[src/rtl/fifo_axis_pkg.sv]
// Shared definitions for the stream FIFO egress stage.
// Holds the bit layout of the 45-bit FIFO word, the egress FSM state
// encoding and the packed field struct used to unpack a word into
// AXI-Stream fields.
package fifo_axis_pkg;

  localparam int WORD_W    = 45;
  localparam int TDATA_LSB = 0;
  localparam int TDATA_W   = 32;
  localparam int TSTRB_LSB = 32;
  localparam int TSTRB_W   = 4;
  localparam int TKEEP_LSB = 36;
  localparam int TKEEP_W   = 4;
  localparam int TLAST_BIT = 40;
  localparam int TUSER_LSB = 41;
  localparam int TUSER_W   = 2;
  localparam int TID_LSB   = 43;
  localparam int TID_W     = 2;

  typedef enum logic {
    ST_PASS  = 1'b0,
    ST_FLUSH = 1'b1
  } egress_state_e;

  // Member order is MSB first, so the struct overlays the FIFO word
  // exactly: tid[44:43] tuser[42:41] tlast[40] tkeep[39:36]
  // tstrb[35:32] tdata[31:0].
  typedef struct packed {
    logic [TID_W-1:0]   tid;
    logic [TUSER_W-1:0] tuser;
    logic               tlast;
    logic [TKEEP_W-1:0] tkeep;
    logic [TSTRB_W-1:0] tstrb;
    logic [TDATA_W-1:0] tdata;
  } axis_word_t;

endpackage

[src/rtl/fifo_axis_egress_skid.sv]
// axis_skid2: generic 2-entry ready/valid skid buffer.
// Ports:
//   clk, rst      rising-edge clock, synchronous active-high reset
//   push          write push_data this cycle (caller guarantees occ<2
//                 unless a pop happens in the same cycle)
//   push_data     W-bit entry to store
//   out_ready     downstream ready
//   out_valid     head entry present (occ != 0)
//   out_data      head entry; held stable until popped
//   occ           current occupancy, 0..2
// Handshake: an entry leaves when out_valid & out_ready at a rising edge;
// out_valid never depends on out_ready, and out_data only changes on a pop
// or on a push into an empty buffer.
module axis_skid2 #(
  parameter int W = 45
) (
  input  logic         clk,
  input  logic         rst,
  input  logic         push,
  input  logic [W-1:0] push_data,
  input  logic         out_ready,
  output logic         out_valid,
  output logic [W-1:0] out_data,
  output logic [1:0]   occ
);

  logic [W-1:0] head_q, head_d;
  logic [W-1:0] tail_q, tail_d;
  logic [1:0]   occ_q, occ_d;
  logic         pop;

  assign out_valid = (occ_q != 2'd0);
  assign out_data  = head_q;
  assign occ       = occ_q;
  assign pop       = out_valid & out_ready;

  always_comb begin
    head_d = head_q;
    tail_d = tail_q;
    occ_d  = occ_q;
    unique case ({push, pop})
      2'b10: begin
        if (occ_q == 2'd0) begin
          head_d = push_data;
          occ_d  = 2'd1;
        end else if (occ_q == 2'd1) begin
          tail_d = push_data;
          occ_d  = 2'd2;
        end
      end
      2'b01: begin
        // Tail slides into head; stale tail contents are harmless when
        // occ drops to 0 because out_valid is then low.
        head_d = tail_q;
        occ_d  = occ_q - 2'd1;
      end
      2'b11: begin
        if (occ_q == 2'd1) begin
          head_d = push_data;
        end else begin
          head_d = tail_q;
          tail_d = push_data;
        end
      end
      default: ;
    endcase
  end

  always_ff @(posedge clk) begin
    if (rst) begin
      head_q <= '0;
      tail_q <= '0;
      occ_q  <= 2'd0;
    end else begin
      head_q <= head_d;
      tail_q <= tail_d;
      occ_q  <= occ_d;
    end
  end

endmodule

[src/rtl/fifo_axis_egress.sv]
// fifo_axis_egress: pops 45-bit words from the stream FIFO read port and
// presents them as an AXI-Stream master through a 2-entry skid buffer.
// Enforces a maximum packet length (truncating with a forced tlast),
// supports discarding the rest of the current packet, and counts emitted
// packets and discarded words.
// Ports:
//   axis_clk, axi_reset      clock, synchronous active-high reset
//   r_vld / r_rdy / data_out FIFO read port (accept = r_vld & r_rdy)
//   m_axis_*                 AXI-Stream master
//   flush_req                pulse: drop the remainder of the input packet
//   err_clr / err_oversize   sticky truncation flag and its clear
//   pkt_cnt                  packets emitted (wraps)
//   drop_cnt                 words discarded (saturates)
// Handshakes: a transfer occurs on a rising edge where valid & ready are
// both high; valid never waits on ready, and r_rdy has no combinational
// dependence on m_axis_tready.
module fifo_axis_egress
  import fifo_axis_pkg::*;
#(
  parameter int WIDTH     = 45,
  parameter int MAX_BEATS = 256,
  parameter int CNT_W     = 16
) (
  input  logic             axis_clk,
  input  logic             axi_reset,
  input  logic             r_vld,
  output logic             r_rdy,
  input  logic [WIDTH-1:0] data_out,
  output logic             m_axis_tvalid,
  input  logic             m_axis_tready,
  output logic [31:0]      m_axis_tdata,
  output logic [3:0]       m_axis_tstrb,
  output logic [3:0]       m_axis_tkeep,
  output logic             m_axis_tlast,
  output logic [1:0]       m_axis_tuser,
  output logic [1:0]       m_axis_tid,
  input  logic             flush_req,
  input  logic             err_clr,
  output logic             err_oversize,
  output logic [CNT_W-1:0] pkt_cnt,
  output logic [CNT_W-1:0] drop_cnt
);

  localparam logic [15:0] LAST_IDX = 16'(MAX_BEATS - 1);

  egress_state_e    state_q, state_d;
  logic [15:0]      beat_idx_q, beat_idx_d;
  logic             err_q, err_d;
  logic [CNT_W-1:0] pkt_q, pkt_d;
  logic [CNT_W-1:0] drop_q, drop_d;

  axis_word_t       in_word, push_word, head_word;
  logic [WIDTH-1:0] head_bits;
  logic [1:0]       occ;
  logic             accept, in_pass, in_pkt, oversize, push, tx_hs;

  assign in_word = axis_word_t'(data_out);
  assign in_pass = (state_q == ST_PASS);
  assign in_pkt  = (beat_idx_q != 16'd0);

  // In FLUSH the input keeps draining even while the output is stalled.
  assign r_rdy  = ~axi_reset & (~in_pass | (occ < 2'd2));
  assign accept = r_vld & r_rdy;

  // The beat that would exceed MAX_BEATS becomes the packet's last beat.
  assign oversize = accept & in_pass & (beat_idx_q == LAST_IDX) & ~in_word.tlast;
  assign push     = accept & in_pass;

  always_comb begin
    push_word       = in_word;
    push_word.tlast = in_word.tlast | oversize;
  end

  axis_skid2 #(.W(WIDTH)) u_skid (
    .clk       (axis_clk),
    .rst       (axi_reset),
    .push      (push),
    .push_data (push_word),
    .out_ready (m_axis_tready),
    .out_valid (m_axis_tvalid),
    .out_data  (head_bits),
    .occ       (occ)
  );

  assign head_word    = axis_word_t'(head_bits);
  assign m_axis_tdata = head_word.tdata;
  assign m_axis_tstrb = head_word.tstrb;
  assign m_axis_tkeep = head_word.tkeep;
  assign m_axis_tlast = head_word.tlast;
  assign m_axis_tuser = head_word.tuser;
  assign m_axis_tid   = head_word.tid;
  assign tx_hs        = m_axis_tvalid & m_axis_tready;

  always_comb begin
    state_d    = state_q;
    beat_idx_d = beat_idx_q;
    err_d      = err_q;
    pkt_d      = pkt_q;
    drop_d     = drop_q;

    if (accept) begin
      beat_idx_d = (in_word.tlast | oversize) ? 16'd0 : beat_idx_q + 16'd1;
    end

    unique case (state_q)
      ST_PASS: begin
        if (oversize) begin
          state_d = ST_FLUSH;
        end else if (flush_req & in_pkt & ~(accept & in_word.tlast)) begin
          // A flush that coincides with the packet's own last beat has
          // nothing left to discard.
          state_d = ST_FLUSH;
        end
      end
      ST_FLUSH: begin
        if (accept) begin
          if (drop_q != {CNT_W{1'b1}}) drop_d = drop_q + 1'b1;
          if (in_word.tlast) state_d = ST_PASS;
        end
      end
      default: state_d = ST_PASS;
    endcase

    // Set takes priority over clear.
    if (oversize)     err_d = 1'b1;
    else if (err_clr) err_d = 1'b0;

    if (tx_hs & m_axis_tlast) pkt_d = pkt_q + 1'b1;
  end

  always_ff @(posedge axis_clk) begin
    if (axi_reset) begin
      state_q    <= ST_PASS;
      beat_idx_q <= 16'd0;
      err_q      <= 1'b0;
      pkt_q      <= '0;
      drop_q     <= '0;
    end else begin
      state_q    <= state_d;
      beat_idx_q <= beat_idx_d;
      err_q      <= err_d;
      pkt_q      <= pkt_d;
      drop_q     <= drop_d;
    end
  end

  assign err_oversize = err_q;
  assign pkt_cnt      = pkt_q;
  assign drop_cnt     = drop_q;

endmodule

[config.mk]
export PLATFORM = sky130hd
export DESIGN_NAME = fifo_axis_egress
export DESIGN_NICKNAME = d
export VERILOG_FILES = /design/src/rtl/fifo_axis_pkg.sv /design/src/rtl/fifo_axis_egress_skid.sv /design/src/rtl/fifo_axis_egress.sv
export SDC_FILE = /design/constraint.sdc
export NUM_CORES = 1
export LEC_CHECK = 0
export ABC_AREA = 0
export BUFFER_PORTS_ARGS = -buffer_cell sky130_fd_sc_hd__buf_2
export CAP_MARGIN = 20
export CORE_AREA = 4 4 108 110
export CTS_CLUSTER_SIZE = 25
export DETAILED_ROUTE_END_ITERATION = 10
export DIE_AREA = 0 0 112 114
export MAX_ROUTING_LAYER = met4
export PLACE_DENSITY = 0.83
export SKIP_CTS_REPAIR_TIMING = 1
export SLEW_MARGIN = 25
export SYNTH_ARGS = -nofsm -noshare
export SYNTH_HDL_FRONTEND = slang
export SYNTH_SLANG_ARGS = --single-unit
export TNS_END_PERCENT = 20
[constraint.sdc]
create_clock -name axis_clk -period 5.7 [get_ports axis_clk]
set_input_delay 1.14 -clock axis_clk [delete_from_list [all_inputs] [get_ports axis_clk]]
set_output_delay 1.14 -clock axis_clk [all_outputs]
set_load 0.05 [all_outputs]
# Word-level counts from Yosys, hierarchy flattened
# Cells that the tools add are included.
word_totals:
  word_cells: 67
  reg_bits: 142
  inputBits: 51
  out_inout_bits: 80
classes:
  n_eq_ne: 10
  addsub: 4
  bitwise_logic: 16
  muxes: 17
  magnitude_cmp: 1
  n_reduce_logical: 11
op_table:
  columns: ["operator", "count"]
  rows:
  - ["45-bit two-way mux", 4]
  - ["45-bit case mux with 3 select lines", 1]
  - ["45-bit case mux with 2 select lines", 1]
  - ["16-bit by 1-bit adder with 16-bit output, second input constant", 3]
  - ["16-bit by 8-bit == test with 1-bit output, second input constant", 1]
  - ["16-bit two-way mux", 1]
  - ["16-bit inequality test, second input constant", 1]
  - ["16-bit nonzero test", 1]
  - ["1-bit AND", 10]
  - ["2-bit nonzero test", 4]
  - ["1-bit two-way mux", 6]
  - ["3-bit AND reduction", 2]
  - ["2-bit by 1-bit == test with 1-bit output, second input constant", 2]
  - ["2-bit == test, second input constant", 2]
  - ["2-bit two-way mux", 2]
  - ["2-bit inequality test, second input constant", 2]
  - ["1-bit NOT", 4]
  - ["2-bit case mux with 2 select lines", 1]
  - ["2-bit AND reduction", 2]
  - ["3-bit by 1-bit inequality test with 1-bit output, second input constant", 1]
  - ["3-bit nonzero test", 1]
  - ["2-bit zero test", 1]
  - ["2-bit < comparator, second input constant", 1]
  - ["2-bit by 1-bit inequality test with 1-bit output, second input constant", 1]
  - ["3 further kinds", 4]

# Depth between registers and ports, before layout
logic_depth:
  ltp_word: 11
  ltp_mapped: 13
  mapped_depth_nobuf: 9

# By module
# A second synthesis with hierarchy kept.
unflattened:
  cells_unflattened: 772
  hier_area_um2: 6590.1
modules_own_cells:
  columns: ["module", "seq_area_each_um2", "instances", "area_per_inst_um2", "cells_per_inst"]
  rows:
  - ["axis_skid2", 1841.8, 1, 4051.4, 478]
  - ["fifo_axis_egress", 1001.0, 1, 2538.7, 294]

# Worst setup path before layout
# No wires, ideal clock.
synth_timing:
  kind: "in2out"
  start: "input port axi_reset"
  end: "output port r_rdy"
  required_ns: 4.560
  arrival_ns: 2.583
  n_path_buf: 4
  cell_stages: 5
  path_slack_ns: 1.977
  path_cell_list: "buf_2 buf_1 clkbuf_1 buf_1 nor2_1"
synth_between:
  elab_chain_cells: 2
synth_lines:
  columns: ["item", "line", "text"]
  rows:
  - ["from (decl)", "fifo_axis_egress.sv:25", "input logic axi_reset,"]
  - ["1-bit NOT", "fifo_axis_egress.sv:62", "assign r_rdy = ~axi_reset & (~in_pass | (occ < 2'd2));"]
  - ["1-bit AND", "fifo_axis_egress.sv:62", null]
  - ["to (decl)", "fifo_axis_egress.sv:27", "output logic r_rdy,"]
# No other way between the ends.

# Worst setup path after layout
# Ends and elaborated chain as after synthesis.

==> summary.md <==
| Metric | Value |
|---|---|
| Yosys warns | 0 |
| Mean number of vias per cell | between 6 and 7 |
| Critical path class | input pin to output pin |
| Pwr dens | 492 nW/um^2 |
| Initial antenna violation count | 0 |
| Asr flop ratio synth | 0% |
| Place WS | just over 2 ns |
| Final Cycle Share | 61.7% |
| Worst Setup Slack, final | ~2.2 ns |
| GR Overflow Total | 0 |
| Critical-path cell list | buf_2, buf_4, nor2_1, buf_2 |
| EDFF count, synth | 0 |
| CTS tree | built |
| RSZ-0062 raised after global routing | false |
| Placed cells | 951 |
| Site Rows | 38 |
| GPL Wtd Cong | 0.873 |
| Final hold viol count | 0 |
| Largest stage delay on the critical path | approximately 0.70 ns |
| R2r startpoint | u_skid.occ[1] |
| Critical Path RT | between 4 and 5 ns |
| Vias in the first global route | approximately 5800 |
| Largest net degree at the start of global routing | 90 |
| Max IR drop VDD | between 300 and 400 uV |
| Avg Cell Area, Syn | 8.37 um^2 |
| Leakage | 0.00302 uW |
| Critical Path End | r_rdy |
| Fmax | around 280 MHz |
| Port Buffers | 130 |
| CP Launch Type | input pin |
| Reg2reg path depth | 9 |
| Post-Synthesis Cells | between 700 and 800 |
| Post-synth top flop | dfxtp_1 |
| Register cell area after layout | about 2800 um^2 |
| Setup-failing EPs final | 0 |
| Clock-pin transition on the worst setup and hold timing paths | about 0.06 ns |
| N_diodes | 0 |
| H-tree depth | 4 |
| Clk root buf | clkbuf_8 |
| Crit path from | axi_reset |
| DRT Wirelength | 16.2 mm |
| Area grow syn2layout | 22.5% |
| Synth top area cells | dfxtp_1 47%, nand2_1 6.7%, a221oi_1 6.5%, a21oi_1 5.6%, o21ai_0 4.4% |
| Detailed Route Iter0 Violations | 509 |
| Detailed placer's ending HPWL | between 10 and 15 mm |
| CP max FO | slightly below 90 |
| Total CTS buffers | 17 |
| Worst-skew pair later-pin latency | 0.52 ns |
| Commonest non-fill, non-tap cells in the layout | 142 x dfxtp_1, 130 x buf_2, 109 x nand2_1 |
| RR Endpoint | u_skid.out_data[40] |
| Final setup TNS | 0 ns |
| Top cell by count, worst path | buf_2 |
| CP max stage cell | buf_4 |
| Max-Cap Viols | 0 |
| Critical Path AT | 2.38 ns |
| Mapped Nets | 786 |
| Multi-input logic area | 3010 um^2 |
| DR WL/cell | 16.4 um |
| Die area | around 13000 um^2 |
| Max Root-Sink Buffers | 2 |
| Post-synthesis register bit count | 142 |
| Clock sink count | 142 |
| Worst Hold Class | flip-flop to flip-flop |
| Global-route wire length before repair | 26.5 mm |
| Clock skew | 0.00777 ns |
| Die W | 112 um |
| # DRC | 0 |
| Detailed Routing Iterations Pass 1 | 5 |
| Starting Density | approximately 57% |
| Worst rel slew slack | a little over a third |
| Routed vias | around 6000 |
| Cell Area, Synth | 6080 um^2 |
| Worst-margin pin slew | 0.959 ns |
| Slew Limit Fails | 0 |
| Post-route minimum period | 3.52 ns |
| Final nets | 891 |
| Share of layout cells above drive strength 1 | 21.7% |
| Non-Filler Instances | 984 |
| Core area | 10700 um^2 |
| Commonest non-fill, non-tap cell in the layout | dfxtp_1 |
| Tot GR Track Use | around 26% |
| Status | completed |
| Yosys top cell by area | dfxtp_1 |
| Die Y | 114 um |
| Sequential area share after synthesis | 46.8% |
| Antenna Nets Post-Route | 0 |
| Io pins | between 100 and 150 |
| Post-synth cell types | 53 |
| Post-synth top area share | a little under half |
| Worst Setup End Kind | output pin |
| Worst R2R Setup Slack | about 2.6 ns |
| # fillers | 853 |
[area by class of cell]
type | instances | share of cell area, %
inverters | 13 | 0.655
clock buffers | 18 | 5.61
multi-input cells | 520 | 40.5
clock inverters | 14 | 2.77
flip-flops and latches | 142 | 38.2
repair buffers | 137 | 9.98
well taps | 140 | 2.35
[worst min-delay path by stage]
stage	cells after the start	startpoint	slack, ns	endpoint
finish	2	u_skid.tail_q[3]	0.45	u_skid.tail_q[3]
global route	2	u_skid.tail_q[34]	0.47	u_skid.tail_q[34]
floorplan	2	u_skid.tail_q[0]	0.43	u_skid.tail_q[0]
CTS	2	u_skid.tail_q[41]	0.45	u_skid.tail_q[41]
detailed placement	2	u_skid.tail_q[41]	0.44	u_skid.tail_q[41]
global placement	2	u_skid.tail_q[4]	0.44	u_skid.tail_q[4]
[registers in the layout, indices dropped and copies added (netlist names)]
register	cells
pkt_cnt	16
u_skid.out_data	45
beat_idx_q	16
err_oversize	1
u_skid.tail_q	45
state_q	1
u_skid.occ	2
drop_cnt	16
[synth_stat cells (7+ instances only)]
master / n
dfxtp_1: 142
nand2_1: 109
nor2_1: 71
a21oi_1: 68
o21ai_0: 54
a221oi_1: 45
clkbuf_1: 38
nand4_1: 18
nand3_1: 17
or4_1: 13
xor2_1: 13
inv_1: 12
o31ai_1: 12
buf_1: 9
ha_1: 9
nor3_1: 8
or3_1: 8
nor4_1: 7
[logic make-up (layout without fill, tap and decap cells)]
| group | count (synthesis) | in the layout | synth area share (%) |
|---|---|---|---|
| adder cells (fa/ha/maj) | 9 | 9 | 1.85 |
| multiplexers | 5 | 5 | 0.865 |
| AO/OA/AOI/OAI | 207 | 207 | 21.6 |
| XOR/XNOR | 15 | 15 | 2.16 |
| buffers and inverters | 64 | 182 | 4.03 |
| flip-flops | 142 | 142 | 46.8 |
| AND/OR/NAND/NOR | 284 | 284 | 22.7 |
[power breakdown]
group	switching [uW]	leakage [uW]	total (uW)	internal, uW
sequential	97.3	0.00115	1260	1170
clock	447	0.000301	1170	722
combinational	929	0.00157	1240	306
[critical path: cells and delay by family]
kind,cells,cell delay (ns)
simple gates,1,0.13
buf+inv,3,1.08
[metrics by stage]
stage | cell area, um^2 | total power, uW | hold slack, ns | util [%]
final | 7450 | 3670 | 0.451 | 69.6
after global routing | 7450 | 3840 | 0.474 | 69.6
after CTS | 7420 | 3670 | 0.453 | 69.4
after global placement | 6770 | 2440 | 0.437 | 63.3
after floorplan | 6080 | 2180 | 0.432 | -
after detailed placement | 6800 | 2500 | 0.444 | 63.5
[layer usage]
metal / wire length, um / up-vias / global-route usage [%]
met1: 6880 / 2896 / 30.9
li1: - / 2849 / -
met2: 7870 / 251 / 42.4
met3: 1170 / 28 / 5.84
met5: 0 / - / -
met4: 242 / 0 / 9.21
(Power assumes the default switching activity.)
